**src/rtl/reflex_round_ctrl.sv**
```systemverilog
// reflex_round_ctrl
//   Round sequencer for the reflex trainer: IDLE -> COUNTDOWN -> PLAY -> OVER.
//   During PLAY it paces ball spawns, scores hits and counts timed-out balls.
//
// Ports
//   clk           system clock
//   rst           asynchronous reset, active low
//   start_btn     start request level; acted on at its rising edge
//   hit           cursor-on-ball-with-click level; acted on at its rising edge
//   ball_req      one-cycle request for a new ball position
//   ball_visible  ball is to be drawn
//   playing       high in PLAY
//   game_over     high in OVER
//   state         IDLE=0, COUNTDOWN=1, PLAY=2, OVER=3
//   seconds_left  countdown / round seconds remaining
//   score         hits, saturating at 99
//   misses        timed-out balls, saturating at 99
//
// state     | meaning
// ----------+-----------------------------------------------------------
// S_IDLE    | after reset, all outputs low, waiting for a start edge
// S_COUNT   | pre-round countdown, seconds_left counts COUNT_SEC down
// S_PLAY    | round running, balls spawned, hits and misses counted
// S_OVER    | round finished, score/misses held until next start edge
module reflex_round_ctrl #(
  parameter int TICK_CYCLES  = 100000,
  parameter int SEC_TICKS    = 1000,
  parameter int COUNT_SEC    = 3,
  parameter int ROUND_SEC    = 30,
  parameter int BALL_TIMEOUT = 1500
) (
  input  logic       clk,
  input  logic       rst,
  input  logic       start_btn,
  input  logic       hit,
  output logic       ball_req,
  output logic       ball_visible,
  output logic       playing,
  output logic       game_over,
  output logic [1:0] state,
  output logic [4:0] seconds_left,
  output logic [6:0] score,
  output logic [6:0] misses
);

  localparam int TW = (TICK_CYCLES > 1) ? $clog2(TICK_CYCLES) : 1;
  localparam int SW = (SEC_TICKS > 1) ? $clog2(SEC_TICKS) : 1;
  localparam int BW = $clog2(BALL_TIMEOUT + 1);

  localparam logic [1:0] S_IDLE  = 2'd0;
  localparam logic [1:0] S_COUNT = 2'd1;
  localparam logic [1:0] S_PLAY  = 2'd2;
  localparam logic [1:0] S_OVER  = 2'd3;

  localparam logic [TW-1:0] TICK_LAST  = TW'(TICK_CYCLES - 1);
  localparam logic [SW-1:0] SEC_LAST   = SW'(SEC_TICKS - 1);
  localparam logic [BW-1:0] BALL_LAST  = BW'(BALL_TIMEOUT - 1);
  localparam logic [4:0]    COUNT_INIT = 5'(COUNT_SEC);
  localparam logic [4:0]    ROUND_INIT = 5'(ROUND_SEC);
  localparam logic [6:0]    SAT        = 7'd99;

  logic [1:0]    state_q, state_d;
  logic          start_d_q, hit_d_q;
  logic [TW-1:0] tick_cnt_q, tick_cnt_d;
  logic [SW-1:0] sec_cnt_q, sec_cnt_d;
  logic [BW-1:0] ball_tmr_q, ball_tmr_d;
  logic [4:0]    sec_left_q, sec_left_d;
  logic [6:0]    score_q, score_d;
  logic [6:0]    misses_q, misses_d;
  logic          ball_req_q, ball_req_d;
  logic          ball_vis_q, ball_vis_d;
  logic          playing_q, playing_d;
  logic          game_over_q, game_over_d;

  logic start_e, hit_e, tick, sec, last_sec, timeout, hit_ok;

  assign start_e  = start_btn & ~start_d_q;
  assign hit_e    = hit & ~hit_d_q;
  assign tick     = (tick_cnt_q == TICK_LAST);
  assign sec      = tick & (sec_cnt_q == SEC_LAST);
  assign last_sec = sec & (sec_left_q == 5'd1);
  assign timeout  = tick & (ball_tmr_q == BALL_LAST);
  // An edge while ball_req is high was aimed at the ball being replaced.
  assign hit_ok   = hit_e & ~ball_req_q;

  always_comb begin
    state_d     = state_q;
    tick_cnt_d  = tick_cnt_q;
    sec_cnt_d   = sec_cnt_q;
    ball_tmr_d  = ball_tmr_q;
    sec_left_d  = sec_left_q;
    score_d     = score_q;
    misses_d    = misses_q;
    ball_req_d  = 1'b0;
    ball_vis_d  = ball_vis_q;
    playing_d   = playing_q;
    game_over_d = game_over_q;

    // Prescaler only runs in the timed phases; every state entry restarts it.
    if (state_q == S_COUNT || state_q == S_PLAY) begin
      tick_cnt_d = tick ? '0 : tick_cnt_q + TW'(1);
      if (tick) begin
        sec_cnt_d = sec ? '0 : sec_cnt_q + SW'(1);
      end
    end

    case (state_q)
      S_IDLE, S_OVER: begin
        if (start_e) begin
          state_d     = S_COUNT;
          sec_left_d  = COUNT_INIT;
          score_d     = '0;
          misses_d    = '0;
          ball_vis_d  = 1'b0;
          playing_d   = 1'b0;
          game_over_d = 1'b0;
          tick_cnt_d  = '0;
          sec_cnt_d   = '0;
        end
      end

      S_COUNT: begin
        if (last_sec) begin
          state_d    = S_PLAY;
          sec_left_d = ROUND_INIT;
          ball_vis_d = 1'b1;
          playing_d  = 1'b1;
          ball_req_d = 1'b1;
          ball_tmr_d = '0;
          tick_cnt_d = '0;
          sec_cnt_d  = '0;
        end else if (sec) begin
          sec_left_d = sec_left_q - 5'd1;
        end
      end

      S_PLAY: begin
        if (tick) begin
          ball_tmr_d = ball_tmr_q + BW'(1);
        end
        // A hit landing on the timeout cycle wins; the ball was caught.
        if (hit_ok) begin
          score_d = (score_q == SAT) ? SAT : score_q + 7'd1;
        end else if (timeout) begin
          misses_d = (misses_q == SAT) ? SAT : misses_q + 7'd1;
        end
        if (hit_ok || timeout) begin
          ball_tmr_d = '0;
          // No new ball when the round is ending this cycle.
          ball_req_d = ~last_sec;
        end
        if (last_sec) begin
          state_d     = S_OVER;
          sec_left_d  = '0;
          ball_vis_d  = 1'b0;
          playing_d   = 1'b0;
          game_over_d = 1'b1;
          tick_cnt_d  = '0;
          sec_cnt_d   = '0;
        end else if (sec) begin
          sec_left_d = sec_left_q - 5'd1;
        end
      end

      default: begin
        state_d = S_IDLE;
      end
    endcase
  end

  always_ff @(posedge clk or negedge rst) begin
    if (!rst) begin
      state_q     <= S_IDLE;
      start_d_q   <= 1'b0;
      hit_d_q     <= 1'b0;
      tick_cnt_q  <= '0;
      sec_cnt_q   <= '0;
      ball_tmr_q  <= '0;
      sec_left_q  <= '0;
      score_q     <= '0;
      misses_q    <= '0;
      ball_req_q  <= 1'b0;
      ball_vis_q  <= 1'b0;
      playing_q   <= 1'b0;
      game_over_q <= 1'b0;
    end else begin
      state_q     <= state_d;
      start_d_q   <= start_btn;
      hit_d_q     <= hit;
      tick_cnt_q  <= tick_cnt_d;
      sec_cnt_q   <= sec_cnt_d;
      ball_tmr_q  <= ball_tmr_d;
      sec_left_q  <= sec_left_d;
      score_q     <= score_d;
      misses_q    <= misses_d;
      ball_req_q  <= ball_req_d;
      ball_vis_q  <= ball_vis_d;
      playing_q   <= playing_d;
      game_over_q <= game_over_d;
    end
  end

  assign state        = state_q;
  assign seconds_left = sec_left_q;
  assign score        = score_q;
  assign misses       = misses_q;
  assign ball_req     = ball_req_q;
  assign ball_visible = ball_vis_q;
  assign playing      = playing_q;
  assign game_over    = game_over_q;

endmodule

```
**config.mk**
```make
export PLATFORM = sky130hd
export DESIGN_NAME = reflex_round_ctrl
export DESIGN_NICKNAME = d
export VERILOG_FILES = /design/src/rtl/reflex_round_ctrl.sv
export SDC_FILE = /design/constraint.sdc
export NUM_CORES = 1
export LEC_CHECK = 0
export CORE_MARGIN = 3
export CORE_UTILIZATION = 58
export CTS_BUF_LIST = sky130_fd_sc_hd__clkbuf_4
export CTS_CLUSTER_SIZE = 10
export DETAILED_ROUTE_END_ITERATION = 6
export PLACE_DENSITY = 0.79
export SLEW_MARGIN = 0
export SYNTH_ARGS = -nofsm -noshare
export SYNTH_HDL_FRONTEND = slang
export SYNTH_SLANG_ARGS = --single-unit
```
**constraint.sdc**
```tcl
create_clock -name clk -period 3.9 [get_ports clk]
set_input_delay 0.975 -clock clk [delete_from_list [all_inputs] [get_ports clk]]
set_output_delay 0.975 -clock clk [all_outputs]
set_load 0.005 [all_outputs]
```
# Word-level counts from Yosys, hierarchy flattened
# Cells that the tools add are included.
dict set report word_totals {
  reg_bits 64
  latch_bits 0
  ramBits 0
  mem_bits_ro 0
  output_inout_bits 25
  wordCells 96
  memories 0
}
dict set report op_classes {
  n_addsub 6
  multipliers 0
  div_mod_pow 0
  magnitude_cmp 0
  n_eq_ne 16
  shift 0
  muxes 40
  bitwise_logic 10
  reduce_logical 12
}
# operator n
set op_table {}
lappend op_table {{$mux W17} 4}
lappend op_table {{$mux W10} 5}
lappend op_table {{$mux W7} 6}
lappend op_table {{$pmux W17 S2} 1}
lappend op_table {{$mux W11} 3}
lappend op_table {{$pmux W7 S2} 2}
lappend op_table {{$pmux W11 S2} 1}
lappend op_table {{$mux W5} 4}
lappend op_table {{$pmux W10 S2} 1}
lappend op_table {{$add A17 B1 Y17 const B} 1}
lappend op_table {{$eq A17 B17 Y1 const B} 1}
lappend op_table {{$pmux W5 S3} 1}
lappend op_table {{$add A7 B1 Y7 const B} 2}
lappend op_table {{$eq A7 B7 Y1 const B} 2}
lappend op_table {{$ne A2 B2 Y1 const B} 6}
lappend op_table {{$reduce_and A3 Y1} 4}
lappend op_table {{$add A11 B1 Y11 const B} 1}
lappend op_table {{$eq A11 B11 Y1 const B} 1}
lappend op_table {{$add A10 B1 Y10 const B} 1}
lappend op_table {{$eq A10 B10 Y1 const B} 1}
lappend op_table {{$and A1 B1 Y1} 6}
lappend op_table {{$mux W2} 3}
lappend op_table {{$pmux W2 S3} 1}
lappend op_table {{$eq A5 B1 Y1 const B} 1}
lappend op_table {{other kinds (13)} 25}

# Longest topological paths before layout
dict set report logic_depth {
  depth_word 7
  mapped_depth 8
  ltp_nobuf 7
}

# Least setup slack after synthesis
# OpenSTA, ideal clock, no wires.
dict set report synth_path {
  path_type {input to register}
  start {in hit}
  end {reg misses_q[2] (netlist: misses[2])}
  setup_time_ps 133
  t_arrival_ps 2320
  required_ps 3767
  slack_ps 1447
  path_stages 5
  cell_sequence {or3b_2 and2_1 a31oi_1 or3_1 o21ai_0}
}
dict set report synth_between {
  elab_chain_len 4
}
# item line_no
set synth_lines {}
lappend synth_lines {{start: declaration} 35} ;# input logic hit,
lappend synth_lines {{$and A1 B1 Y1} 78} ;# assign hit_e = hit & ~hit_d_q;
lappend synth_lines {{$and A1 B1 Y1} 84} ;# assign hit_ok = hit_e & ~ball_req_q;
lappend synth_lines {{$ne A2 B2 Y1 (no line)} n/a}
lappend synth_lines {{$reduce_and A4 Y1 (no line)} n/a}
lappend synth_lines {{end signal: assignment} 195} ;# misses_q <= misses_d;
lappend synth_lines {{end: declaration} 69} ;# logic [6:0] misses_q, misses_d;
# Every way passes these cells.
# A chain may end at the register's enable or synchronous reset.

# Worst setup path in the final report
# Ends and elaborated chain as after synthesis.

==> results.sh <==
export IMPL_status="finished clean"
export IMPL_clk_pin_slew_ns=0.11
export IMPL_grt_met1_usage=0.315
export IMPL_power_density_nw_per_um2=532
export IMPL_finalClockSkew_ns=0.0148
export IMPL_fin_area_um2=4080
export IMPL_start_util=0.603
export IMPL_ys_seq_area_frac=0.443
export IMPL_nFillCells=460
export IMPL_clock_path_buffers=2
export IMPL_place_gp_congestion=0.840
export IMPL_n_antenna_cell=0
export IMPL_rows=28
export IMPL_fin_crit_ns=2.83
export IMPL_cap_violations=0
export IMPL_hold_ws_ns=0.498
export IMPL_cts_resized=0
export IMPL_crit_type="in -> reg"
export IMPL_remaining_drc_errors=0
export IMPL_synth_edf_count=0
export IMPL_worst_setup_path_start_kind="input pin"
export IMPL_ys_async_sr_fraction=1.00
export IMPL_cts_max_level=3
export IMPL_avgSynthCellArea_um2=8.99
export IMPL_grt_pass1_wl_um=13800
export IMPL_ys_flop_type="dfrtp_1"
export IMPL_grt_overflow_total=0
export IMPL_place_ws_ns=0.661
export IMPL_r2r_slack_ns=1.20
export IMPL_syn_nets=416
export IMPL_track_usage=0.235
export IMPL_grtUsageMet2=0.383
export IMPL_routed_wl_um=7960
export IMPL_grt_pass1_vias=2951
export IMPL_core_um2=5990
export IMPL_place_hpwl_um=5610
export IMPL_max_slew_worst_pin_slew_ns=1.09
export IMPL_hold_violations=0
export IMPL_post_synth_inst_count=402
export IMPL_drtIter0Drc=258
export IMPL_post_cts_setup_buffers=0
export IMPL_setup_viol=0
export IMPL_max_freq_mhz=354
export IMPL_fin_total_pwr_mw=2.17
export IMPL_min_delay_path_depth=1
export IMPL_ant_nets=0
export IMPL_fin_ws_ns=1.07
export IMPL_fin_setup_tns_ns=0
export IMPL_critPathMaxFanout=10
export IMPL_cts_hold_buffers=0
export IMPL_cts_tree="done"
export IMPL_cts_root_buffer="clkbuf_4"
export IMPL_hp_class="reg -> reg"
export IMPL_reg2reg_to="ball_tmr_q[4]"
export IMPL_ioPinCount=29
export IMPL_syn_area_um2=3610
export IMPL_grt_max_degree=50
export IMPL_r2r_start="tick_cnt_q[5]"
export IMPL_synth_cell_types=54
export IMPL_ys_seq_elements=64
export IMPL_fp_dieW_um=84.9
export IMPL_worstHoldStart="sec_cnt_q[8]"
export IMPL_nets=449
export IMPL_drv_slew=0
export IMPL_area_growth_pct=13.0
export IMPL_fin_crit_sh=0.725
export IMPL_leakage_nw=1.64
export IMPL_antenna_found_initial=0
export IMPL_dieHeight_um=84.9
export IMPL_yosys_warnings=0
export IMPL_insertion_delay_ns=0.40
export IMPL_holdPathEnd="sec_cnt_q[8]"
export IMPL_arrival_ns=3.11
export IMPL_die_area_um2=7210
export IMPL_grt_busiest_layer="met2"
export IMPL_dr_pass1_iters=5
export IMPL_num_vias=3193
export IMPL_reg2reg_depth=5
export IMPL_rsz0062_at_grt="no"
export IMPL_maxSlewHeadroom=0.275
export IMPL_clkSinkCount=64
export IMPL_layout_drive_gt1_share=0.0753
export IMPL_viasPerCell=6.22
export IMPL_endpoint_kind="register"
export IMPL_vdd_drop_max_mv=0.380
export IMPL_cts_buffers=9
export IMPL_post_drt_wl_per_cell_um=15.5
export IMPL_port_buffers=28
export IMPL_place_area_um2=3990
export IMPL_cp_required_ns=4.18
export IMPL_grt_use_met3=0.0388
-- layout by cell type, fill, tap and decap left out, types with 8 or more instances in the layout --
cell,instances
a21oi_1,26
a31oi_1,13
and3_1,8
buf_4,10
clkbuf_4,9
clkdlybuf4s50_1,27
dfrtp_1,64
ha_1,10
inv_1,16
nand2_1,30
nand3_1,26
nand4_1,10
nor2_1,35
nor3_1,8
o21ai_0,41
or3_1,9
xnor2_1,8
xor2_1,9
-- worst max-delay path, stage by stage --
cell and delay (ns):
clkdlybuf4s50_1 0.51, or3b_2 0.50, and2_1 0.21, a31oi_1 0.59, or3_1 0.25, o21ai_0 0.08
-- cells in the mapped netlist (3+ instances only) --
library cell  count  area [um^2]
or3_1             9         56.3
nor3_1            8         40.0
nor2_1           35          131
nand4_1          10         62.6
nor4_1            4         25.0
a22o_1            4         35.0
a21oi_1          26          130
inv_1            16         60.1
xor2_1            9         78.8
mux2i_1           5         50.1
xnor2_1           8         70.1
clkbuf_1         11         41.3
nand4bb_1         3         33.8
dfrtp_1          64         1600
nor2b_1           3         18.8
o31ai_1           6         45.0
buf_2             3         15.0
a31oi_1          13         81.3
ha_1             10          125
nand2b_1          7         43.8
nand3_1          26          130
and3_1            8         50.1
a41oi_1           3         26.3
o21ai_0          41          205
nand2_1          30          113
and2_1            3         18.8
-- per-stage QoR --
stage / instances / util
5_1_grt: 513 / 0.681
3_3_place_gp: 499 / 0.666
3_5_place_dp: 499 / 0.666
2_1_floorplan: 402 / -
4_1_cts: 513 / 0.681
6_report: 513 / 0.681
-- registers in the layout (all words and copies together) (netlist names) --
name and flops:
score 7, ball_req 1, start_d_q 1, seconds_left 5, tick_cnt_q 17, hit_d_q 1
game_over 1, misses 7, sec_cnt_q 10, state 2, playing 1, ball_tmr_q 11
-- worst max path at each step --
stage / cells after the start / startpoint / to
after global routing: 6 / hit / misses[2]
after floorplan: 5 / hit / misses[2]
final: 6 / hit / misses[2]
after detailed placement: 6 / hit / misses[2]
after global placement: 6 / hit / misses[2]
after CTS: 6 / hit / misses[2]
-- routing by layer --
layer	wire length [um]	vias to the layer above	part of all wire
met1	3700	1555	0.46
met2	3830	86	0.48
met4	122	0	0.015
li1	-	1542	-
met3	319	10	0.040
met5	0	-	0
-- power breakdown --
part | total, mW | leakage [nW] | internal, mW | switching, mW
logic | 1.02 | 0.716 | 0.371 | 0.651
clock network | 0.350 | 0.0549 | 0.119 | 0.231
registers | 0.800 | 0.874 | 0.725 | 0.0750
-- kinds of logic (layout without fill, tap and decap cells) --
kind of cell               Yosys count  after routing  share of synthesized area
buffers and inverters               33             69                     0.0384
and+or+nand+nor                    167            167                      0.255
adders and majority gates           10             10                     0.0346
DFF                                 64             64                      0.443
AOI/OAI and AO/OA                  105            105                      0.170
muxes                                6              6                     0.0170
xor gates and xnor gates            17             17                     0.0412
-- area by class of cell --
class | instances | area (um^2) | area share
multi-input combinational | 305 | 1880 | 0.460
clock inverter | 5 | 26.3 | 0.00644
inverter | 17 | 63.8 | 0.0156
sequential | 64 | 1600 | 0.392
timing repair buffer | 38 | 350 | 0.0858
clock buffer | 9 | 67.6 | 0.0165
tap | 75 | 93.8 | 0.0230
(Power assumes the default switching activity.)
==> patch: new RTL, config.mk and constraints unchanged <==
Reset style: synchronous (`rst`), changed in one clocked block. Comments in the files are not updated.
--- a/src/rtl/reflex_round_ctrl.sv
+++ b/src/rtl/reflex_round_ctrl.sv
@@ -168,7 +168,7 @@
     endcase
   end
 
-  always_ff @(posedge clk or negedge rst) begin
+  always_ff @(posedge clk) begin
     if (!rst) begin
       state_q     <= S_IDLE;
       start_d_q   <= 1'b0;
Function: differs if rst is asserted again (counterexample within 4 cycles, from zero or initial values and one cycle with rst low); with rst held inactive, the same outputs for 10 cycles.
==> patch against the original RTL <==
- worst setup slack improved by 0.025 ns
- total power decreased by 14%
- maximum frequency rose by 0.88%
- design area rose by 1.1%
- sequential cell count stayed put
- clock skew grew 0.0051 ns
- wire length up 4.8%
- synthesized cell count is 9.2% higher
- synthesized area increased by 0.87%
- worst hold slack improved by 0.0076 ns
- largest power group is now sequential cells
==> patch: results <==
{
  "finClkSkew_ns": 0.01996,
  "fill_cells": 511,
  "grt_max_degree": 22,
  "synth-warning-count": 0,
  "drt_iter0_drc": 312,
  "ys_seq_area_frac": 0.3515,
  "slowest_delay_ns": 0.55,
  "dp_hpwl_mm": 5.857,
  "cp_top_family": "simple AND/OR/NAND/NOR gates",
  "first_pass_iters": 5,
  "p_sw_frac": 0.3695,
  "wl_mm": 8.347,
  "synth_common_cells": "dfxtp_1, nor2_1, nand2_1",
  "routabilityCongestion": 0.9129,
  "r2r_cells": 7,
  "crit_fanout": 17,
  "grt_pass1_wl_mm": 14.21,
  "holdWs_ns": 0.5054,
  "status": "finished, final reports clean",
  "crit_path_end": "misses[0]",
  "maxClockFrequency_mhz": 357.0,
  "rrSetupSlack_ns": 1.10,
  "numCtsBuffers": 9,
  "via_per_inst": 6.246,
  "relSlewSlack": 0.4873,
  "r2r_start": "state[0]",
  "ir_drop_mv": 0.2835,
  "cts-resized-gates": 0,
  "cts_max_path_buffers": 2,
  "cp.arrival_ns": 3.13,
  "top_regs": "tick_cnt_q: 17 flops, ball_tmr_q: 11 flops, sec_cnt_q: 10 flops",
  "antenna_cells": 0,
  "antenna_found_initial": 0,
  "clk_latency_ns": 0.42,
  "power.leakage_uw": 0.001428,
  "drive_gt1_frac": 0.08955,
  "track_usage": 0.2397,
  "synth_nets": 453,
  "synthArstFlopShare": 0,
  "grt_pass1_vias": 3073,
  "place_ws_ns": 0.7241,
  "critPathSlowestCell": "or4_1",
  "synth_area_leaders": "dfxtp_1, nor2_1, nand2_1",
  "final_nets": 478,
  "ys_types": 75,
  "crit_path_start": "state[0]"
}
-- patch: worst min-delay path by stage --
stage | startpoint | endpoint | cells after the start
6_report | ball_tmr_q[9] | ball_tmr_q[9] | 2
5_1_grt | ball_tmr_q[9] | ball_tmr_q[9] | 2
4_1_cts | ball_tmr_q[9] | ball_tmr_q[9] | 2
3_5_place_dp | ball_tmr_q[9] | ball_tmr_q[9] | 2
3_3_place_gp | ball_tmr_q[9] | ball_tmr_q[9] | 2
2_1_floorplan | ball_tmr_q[9] | ball_tmr_q[9] | 2
-- patch: cells by family after synthesis --
group | count (synthesis) | synth area share
DFF | 64 | 0.3515
AOI/OAI and AO/OA | 102 | 0.1953
buffers and inverters | 39 | 0.04703
muxes | 6 | 0.01682
and+or+nand+nor | 202 | 0.3165
adders and majority gates | 10 | 0.03433
xor gates and xnor gates | 16 | 0.03845
-- patch: worst reg2reg max path, delay by kind of cell (launching register included) --
kind,cells,cell delay (ns)
and+or+nand+nor,2,0.98
adders and majority gates,1,0.52
DFF,1,0.38
buffers and inverters,2,0.45
AOI/OAI and AO/OA,2,0.39
-- patch: cell type report --
class | count | area share
clock buffers | 10 | 0.01819
clock inverters | 6 | 0.02032
inverters | 18 | 0.01637
multi-input cells | 336 | 0.5312
flip-flops and latches | 64 | 0.3105
well taps | 75 | 0.02274
repair buffers | 35 | 0.08065
-- patch: power groups by stage --
stage	combinational [µW]	sequential, µW	clock (µW)
global route	717	721	552
CTS	646	715	519
global placement	629	729	0
floorplan	463	723	0
detailed placement	644	730	0
finish	652	715	507
-- patch: stage by stage --
stage / area (µm²) / power (µW) / instances
4_1_cts: 4126 / 1880 / 544
5_1_grt: 4126 / 1989 / 544
3_3_place_gp: 3968 / 1358 / 528
6_report: 4126 / 1874 / 544
3_5_place_dp: 3968 / 1374 / 528
2_1_floorplan: 3645 / 1186 / 439
-- patch: per-layer routing --
layer	up-vias	share of wire	GRT usage
met5	-	0	0
met4	0	0.014	0.08345
met3	10	0.062	0.05631
met2	109	0.46	0.3729
met1	1599	0.46	0.3261
li1	1680	-	-
